==> src/rtl/gat_feat_bram_reader_pkg.sv <==
// Shared GAT constants and the state type for the feature BRAM streamer.
package gat_feat_bram_reader_pkg;

  localparam int NUM_SUBGRAPHS     = 2708;
  localparam int NUM_FEATURE_OUT   = 16;
  localparam int NEW_FEATURE_WIDTH = 32;
  localparam int NEW_FEATURE_DEPTH = NUM_SUBGRAPHS * NUM_FEATURE_OUT;

  typedef enum logic [1:0] {
    ST_IDLE  = 2'd0,
    ST_READ  = 2'd1,
    ST_DRAIN = 2'd2
  } rd_state_t;

endpackage

==> src/rtl/gat_feat_bram_reader_sync_fifo.sv <==
// Small show-ahead synchronous FIFO; rd_data always presents the head entry.
module gat_sync_fifo #(
  parameter int WIDTH = 32,
  parameter int DEPTH = 4,
  parameter int CNT_W = $clog2(DEPTH + 1)
) (
  input  logic             i_clk,
  input  logic             i_rst,
  input  logic             i_wr_en,
  input  logic [WIDTH-1:0] i_wr_data,
  input  logic             i_rd_en,
  output logic [WIDTH-1:0] o_rd_data,
  output logic             o_empty,
  output logic [CNT_W-1:0] o_count
);

  localparam int PTR_W = (DEPTH > 1) ? $clog2(DEPTH) : 1;

  logic [WIDTH-1:0] r_mem [DEPTH];
  logic [PTR_W-1:0] r_wr_ptr;
  logic [PTR_W-1:0] r_rd_ptr;
  logic [CNT_W-1:0] r_count;
  logic             w_wr;
  logic             w_rd;

  // Depth need not be a power of two, so pointers wrap explicitly.
  function automatic logic [PTR_W-1:0] ptr_inc(input logic [PTR_W-1:0] p);
    return (p == PTR_W'(DEPTH - 1)) ? '0 : p + 1'b1;
  endfunction

  assign w_wr = i_wr_en && (r_count != CNT_W'(DEPTH));
  assign w_rd = i_rd_en && (r_count != '0);

  always_ff @(posedge i_clk) begin
    if (i_rst) begin
      r_wr_ptr <= '0;
      r_rd_ptr <= '0;
      r_count  <= '0;
    end else begin
      if (w_wr) r_wr_ptr <= ptr_inc(r_wr_ptr);
      if (w_rd) r_rd_ptr <= ptr_inc(r_rd_ptr);
      case ({w_wr, w_rd})
        2'b10:   r_count <= r_count + 1'b1;
        2'b01:   r_count <= r_count - 1'b1;
        default: r_count <= r_count;
      endcase
    end
  end

  always_ff @(posedge i_clk) begin
    if (w_wr) r_mem[r_wr_ptr] <= i_wr_data;
  end

  assign o_rd_data = r_mem[r_rd_ptr];
  assign o_empty   = (r_count == '0);
  assign o_count   = r_count;

endmodule

==> src/rtl/gat_feat_bram_reader.sv <==
// Streams the first N words of the feature BRAM out over AXI-Stream,
// throttling address issue so every returned word has a FIFO slot.
//   state    | meaning
//   ST_IDLE  | waiting for start; word 0 is issued on the accepting edge
//   ST_READ  | issuing addresses while FIFO space allows
//   ST_DRAIN | all addresses issued; waiting for the tlast handshake
module gat_feat_bram_reader #(
  parameter int NEW_FEATURE_WIDTH  = gat_feat_bram_reader_pkg::NEW_FEATURE_WIDTH,
  parameter int NEW_FEATURE_DEPTH  = gat_feat_bram_reader_pkg::NEW_FEATURE_DEPTH,
  parameter int NEW_FEATURE_ADDR_W = $clog2(NEW_FEATURE_DEPTH),
  parameter int BRAM_RD_LATENCY    = 2
) (
  input  logic                          clk,
  input  logic                          rst,
  input  logic                          start,
  input  logic [NEW_FEATURE_ADDR_W:0]   num_words,
  output logic [NEW_FEATURE_ADDR_W+1:0] feat_bram_addrb,
  input  logic [NEW_FEATURE_WIDTH-1:0]  feat_bram_dout,
  output logic [NEW_FEATURE_WIDTH-1:0]  m_axis_tdata,
  output logic                          m_axis_tvalid,
  input  logic                          m_axis_tready,
  output logic                          m_axis_tlast,
  output logic                          busy,
  output logic                          done
);

  import gat_feat_bram_reader_pkg::*;

  localparam int FIFO_DEPTH = BRAM_RD_LATENCY + 2;
  localparam int CNT_W      = $clog2(FIFO_DEPTH + 1);
  localparam int N_W        = NEW_FEATURE_ADDR_W + 1;
  localparam logic [N_W-1:0] DEPTH_N = N_W'(NEW_FEATURE_DEPTH);

  rd_state_t r_state;
  rd_state_t w_state_nxt;

  logic [N_W-1:0]                  r_n;
  logic [N_W-1:0]                  r_idx;
  logic [N_W-1:0]                  r_out_idx;
  logic [NEW_FEATURE_ADDR_W+1:0]   r_addrb;
  logic                            r_rd_live;
  logic [BRAM_RD_LATENCY-1:0]      r_vpipe;
  logic                            r_done;

  logic [N_W-1:0]                  w_n_clamped;
  logic [N_W-1:0]                  w_issue_idx;
  logic                            w_issue;
  logic                            w_pop;
  logic                            w_room;
  logic [CNT_W-1:0]                w_inflight;
  logic [CNT_W:0]                  w_reserved;
  logic                            w_fifo_empty;
  logic [CNT_W-1:0]                w_fifo_count;
  logic [NEW_FEATURE_WIDTH-1:0]    w_fifo_data;

  assign w_n_clamped = (num_words > DEPTH_N) ? DEPTH_N : num_words;
  assign w_pop       = m_axis_tvalid && m_axis_tready;

  // A slot is reserved from issue until pop; a pop this cycle frees one.
  always_comb begin
    w_inflight = CNT_W'(r_rd_live);
    for (int k = 0; k < BRAM_RD_LATENCY; k++) begin
      w_inflight = w_inflight + CNT_W'(r_vpipe[k]);
    end
    w_reserved = {1'b0, w_fifo_count} + {1'b0, w_inflight} - (CNT_W + 1)'(w_pop);
  end

  assign w_room = (w_reserved < (CNT_W + 1)'(FIFO_DEPTH));

  always_comb begin
    w_state_nxt = r_state;
    w_issue     = 1'b0;
    w_issue_idx = r_idx;
    case (r_state)
      ST_IDLE: begin
        if (start && (w_n_clamped != '0)) begin
          w_state_nxt = ST_READ;
          w_issue     = 1'b1;
          w_issue_idx = '0;
        end
      end
      ST_READ: begin
        if ((r_idx < r_n) && w_room) w_issue = 1'b1;
        if ((r_idx == r_n) || (w_issue && (r_idx == r_n - 1'b1))) w_state_nxt = ST_DRAIN;
      end
      ST_DRAIN: begin
        if (w_pop && m_axis_tlast) w_state_nxt = ST_IDLE;
      end
      default: w_state_nxt = ST_IDLE;
    endcase
  end

  always_ff @(posedge clk) begin
    if (rst) begin
      r_state   <= ST_IDLE;
      r_n       <= '0;
      r_idx     <= '0;
      r_out_idx <= '0;
      r_addrb   <= '0;
      r_rd_live <= 1'b0;
      r_vpipe   <= '0;
      r_done    <= 1'b0;
    end else begin
      r_state   <= w_state_nxt;
      r_rd_live <= w_issue;
      r_vpipe[0] <= r_rd_live;
      for (int k = 1; k < BRAM_RD_LATENCY; k++) begin
        r_vpipe[k] <= r_vpipe[k-1];
      end
      if (w_issue) begin
        r_addrb <= {w_issue_idx[NEW_FEATURE_ADDR_W-1:0], 2'b00};
        r_idx   <= w_issue_idx + 1'b1;
      end
      if ((r_state == ST_IDLE) && start) begin
        r_n       <= w_n_clamped;
        r_out_idx <= '0;
      end else if (w_pop) begin
        r_out_idx <= r_out_idx + 1'b1;
      end
      r_done <= ((r_state == ST_IDLE) && start && (w_n_clamped == '0)) ||
                ((r_state == ST_DRAIN) && w_pop && m_axis_tlast);
    end
  end

  gat_sync_fifo #(
    .WIDTH (NEW_FEATURE_WIDTH),
    .DEPTH (FIFO_DEPTH),
    .CNT_W (CNT_W)
  ) u_out_fifo (
    .i_clk     (clk),
    .i_rst     (rst),
    .i_wr_en   (r_vpipe[BRAM_RD_LATENCY-1]),
    .i_wr_data (feat_bram_dout),
    .i_rd_en   (w_pop),
    .o_rd_data (w_fifo_data),
    .o_empty   (w_fifo_empty),
    .o_count   (w_fifo_count)
  );

  assign m_axis_tvalid   = !w_fifo_empty;
  assign m_axis_tdata    = m_axis_tvalid ? w_fifo_data : '0;
  assign m_axis_tlast    = m_axis_tvalid && (r_out_idx == r_n - 1'b1);
  assign feat_bram_addrb = r_addrb;
  assign busy            = (r_state != ST_IDLE);
  assign done            = r_done;

endmodule

==> config.mk <==
export PLATFORM = sky130hd
export DESIGN_NAME = gat_feat_bram_reader
export DESIGN_NICKNAME = d
export VERILOG_FILES = /design/src/rtl/gat_feat_bram_reader_pkg.sv /design/src/rtl/gat_feat_bram_reader_sync_fifo.sv /design/src/rtl/gat_feat_bram_reader.sv
export SDC_FILE = /design/constraint.sdc
export NUM_CORES = 1
export LEC_CHECK = 0
export CORE_MARGIN = 2
export CORE_UTILIZATION = 37
export DETAILED_ROUTE_END_ITERATION = 8
export MAX_ROUTING_LAYER = met4
export PLACE_DENSITY = 0.65
export SKIP_CTS_REPAIR_TIMING = 1
export SLEW_MARGIN = 20
export SYNTH_ARGS = -nofsm -noshare
export SYNTH_HDL_FRONTEND = slang
export SYNTH_HIERARCHICAL = 1
export SYNTH_SLANG_ARGS = --single-unit
==> constraint.sdc <==
create_clock -name clk -period 4.2 [get_ports clk]
set_input_delay 1.26 -clock clk [delete_from_list [all_inputs] [get_ports clk]]
set_output_delay 1.26 -clock clk [all_outputs]
set_load 0.03 [all_outputs]
==> flow_summary.toml, run 1 <==
[layout]
nFillCells = 2333
drive_above_1_share_pct = 15.22
fin_util_pct = 47.33
regArea_sq_um = 5489
multi_input_area_sq_um = 4093
n_antenna_cell = 0
synthToLayoutAreaGrowth_pct = 25.55
final_nets = 1015

[cts]
htree_levels = 1
cts_buffers = 23
cts_buffer_depth = 3
root_buffer = "clkbuf_16"
cts_tree = "built"
clock_latency_ns = 0.52
clkSlewWorstSetupHoldPaths_ns = 0.06
cts.sinks = 210

[routing]
drt.antenna.violating_nets = 0
wl_per_cell_um = 17.10
first_pass_iters = 5
vias_per_cell = 5.146
routed_wl_um = 21900
vias = 6592
drc = 0
drtIter0Drc = 489

[sta]
finClkSkew_ns = 0.01843
setup-violations-final = 0
fin_crit_ns = 4.147
report.final.hold_viol_count = 0
worstMarginPinSlew_ns = 0.8762
fin_crit_sh_pct = 98.74
rsz0062_at_grt = "yes"
finalMaxSlewViolations = 0
maxSlewHeadroom_pct = 41.59
max_freq_mhz = 241.1

[grt]
grt_max_degree = 34
antenna_found_initial = 0
grt_pass1_wl_um = 34640
grt_pass1_vias = 6465
grtUsageTotal_pct = 15.79
overflow = 0

[power_and_ir_drop]
powerDensity_nw_per_um2 = 395.9
power.share.combinational_pct = 14.1
fin_total_pwr_w = 0.004883
p_switching_w = 0.001225
peakVddDrop_v = 0.0002862
swShare_pct = 25.08
internal_power_w = 0.003659
p_leak_nw = 4.193
p_seq_share_pct = 46.2
pwr-share-clk_pct = 39.7

[outcome]
status = "finished, final reports clean"

[place]
place.gp.congestion = 0.8705
port_buffers = 104
hpwl_um = 14650

[synthesis]
synth_top_area_share_pct = 39.13
synth_area_leader_cell = "edfxtp_1"
yosys.area_share.simple_pct = 14.46
seq_area_frac_synth_pct = 55.84
syn_inst = 805
synth_compound_area_share_pct = 6.521
synth_area_per_cell_sq_um = 12.20
ys_types = 64
synth_common_cells = "edfxtp_1, dfxtp_1, nor2_1, inv_1, nor2b_1"
synth_async_sr_flop_share_pct = 0
ys_ff_latch = 210
ys.flop_type = "edfxtp_1"
synth_most_common_cell = "edfxtp_1"
synth_top_family_by_area = "simple AND/OR/NAND/NOR gates"
synth_edf_count = 128
ys_warn_count = 6
synth_area_sq_um = 9823
yosys.area_share.adder_pct = 4.356
synth_mux_area_share_pct = 9.273
synth_xor_area_share_pct = 5.795
ys_top_cells_by_area = "edfxtp_1, dfxtp_1, mux4_2, ha_1, xor2_1"

[die]
die_y_um = 166.9
die_w_um = 166.9
die_area_sq_um = 27870
num_rows = 59
start_util_pct = 37.70
coreArea_sq_um = 26060
io_pins = 107

[worst_hold_path]
min_delay_worst_endpoint = "r_vpipe[1]$_SDFF_PP0_"
hold_depth = 2
min_from = "r_vpipe[0]$_SDFF_PP0_"
hold_class = "reg2reg"

[worst_setup_path]
r2r_slack_ns = 0.63
crit_arrival_ns = 2.89
cp_max_fo = 7
reg2reg_depth = 14
slowest_delay_ns = 0.46
crit_chain = "inv_2, ha_4, or3b_4, nor3_4, xnor2_2, xnor2_1, nor4_1, and4_4, nor2b_4, buf_12"
path_class = "reg2out"
required_ns = 2.94
cp_slowest_cell = "or3b_4"
worstReg2RegEnd = "r_idx[5]$_SDFFE_PP0P_"
r2r-start = "u_out_fifo/o_count[0]$_SDFFE_PP0P_"
start_kind = "flip-flop"
endpoint_kind = "output port"

[flow_run]
cap_violations = 0
-- registers in the layout, summed over array words and instances, names as in the netlist, named ones only --
signal / count
u_out_fifo/o_count: 3
feat_bram_addrb: 16
u_out_fifo/r_rd_ptr: 2
r_out_idx: 17
u_out_fifo/r_wr_ptr: 2
r_idx: 17
r_vpipe: 2
r_state: 2
r_n: 17
r_rd_live: 1
u_out_fifo/r_mem: 128
done: 1
-- cells by family after synthesis --
logic type                 after synthesis
other                                    1
DFF                                    210
adders and majority gates               33
xor gates and xnor gates                65
AOI/OAI and AO/OA                       98
buffers and inverters                   85
muxes                                   51
and+or+nand+nor                        262
-- metrics by stage --
| step | setup slack (ns) | hold WS [ns] | area [sq um] | setup TNS, ns | instances |
|---|---|---|---|---|---|
| 3_3_place_gp | -0.4157 | 0.4347 | 11370 | -11.90 | 1228 |
| 5_1_grt | -0.1338 | 0.4562 | 12330 | -0.1451 | 1281 |
| 4_1_cts | -0.4501 | 0.4164 | 12100 | -0.4501 | 1270 |
| 2_1_floorplan | 0.01226 | 0.4220 | 9832 | 0 | 806 |
| 6_report | 0.05308 | 0.4275 | 12330 | 0 | 1281 |
| 3_5_place_dp | -0.4575 | 0.4371 | 11370 | -14.59 | 1228 |
-- placed cells by master, fill, tap and decap left out, types with 6 or more instances in the layout --
master	netlist	layout
dfxtp_1	82	79
a21oi_1	25	25
buf_12	0	7
mux4_2	32	32
ha_1	31	30
nand4_1	25	25
inv_1	43	42
xnor2_1	30	28
nand2_1	33	33
nand3_1	16	16
nor3_1	17	11
nor2_1	69	69
buf_4	6	27
or3_1	9	8
mux2i_1	19	19
a221oi_1	6	6
o21ai_0	26	26
edfxtp_1	128	128
and3_1	6	6
clkinv_1	0	6
nor2b_1	42	41
clkdlybuf4s50_1	0	103
nor4_1	8	8
xor2_1	35	35
clkbuf_16	0	25
-- critical path, delay by kind of cell, from the launching register on --
family        cells  cell delay (ns)
simple gates      5             1.35
buf+inv           2             0.25
flops             1             0.36
xor+xnor          2             0.25
fa+ha+maj         1             0.16
-- power by group through the flow --
stage | Combinational (W) | Sequential, W | Clock, W
CTS | 0.000617 | 0.00225 | 0.00198
detailed placement | 0.000613 | 0.00230 | 0
finish | 0.000688 | 0.00226 | 0.00194
floorplan | 0.000398 | 0.00228 | 0
global placement | 0.000609 | 0.00230 | 0
global route | 0.000747 | 0.00226 | 0.00206
-- how the worst max path moves through the flow --
stage	slack, ns	cells after the start	start	to
after floorplan	0.01	14	m_axis_tready	r_idx[5]$_SDFFE_PP0P_
final	0.05	10	r_n[1]$_SDFFE_PP0P_	m_axis_tlast
after detailed placement	-0.46	14	m_axis_tready	r_idx[5]$_SDFFE_PP0P_
after global routing	-0.13	10	r_n[1]$_SDFFE_PP0P_	m_axis_tlast
after global placement	-0.42	14	m_axis_tready	r_idx[5]$_SDFFE_PP0P_
after CTS	-0.45	9	r_n[1]$_SDFFE_PP0P_	m_axis_tlast
-- cell type report --
class,count,area share [%]
flip-flops and latches,210,44.51
clock inverters,16,1.045
clock buffers,26,4.920
repair buffers,140,11.64
multi-input cells,511,33.18
inverters,43,1.309
well taps,335,3.399
-- per-layer routing --
metal / track usage [%] / vias to the layer above / part of all wire [%]
met4: 4.010 / 0 / 2.3
li1: - / 3201 / -
met1: 21.47 / 3146 / 46
met3: 2.448 / 36 / 5.6
met5: - / - / 0
met2: 24.87 / 209 / 46
(Power assumes the default switching activity.)
==> run 2, diff against run 1 <==
--- a/config.mk
+++ b/config.mk
@@ -5,6 +5,7 @@
 export SDC_FILE = /design/constraint.sdc
 export NUM_CORES = 1
 export LEC_CHECK = 0
+export CAP_MARGIN = 20
 export CORE_MARGIN = 2
 export CORE_UTILIZATION = 37
 export DETAILED_ROUTE_END_ITERATION = 8
==> results of run 2 <==
No change in the layout: final DEF, timing and power equal those of run 1.
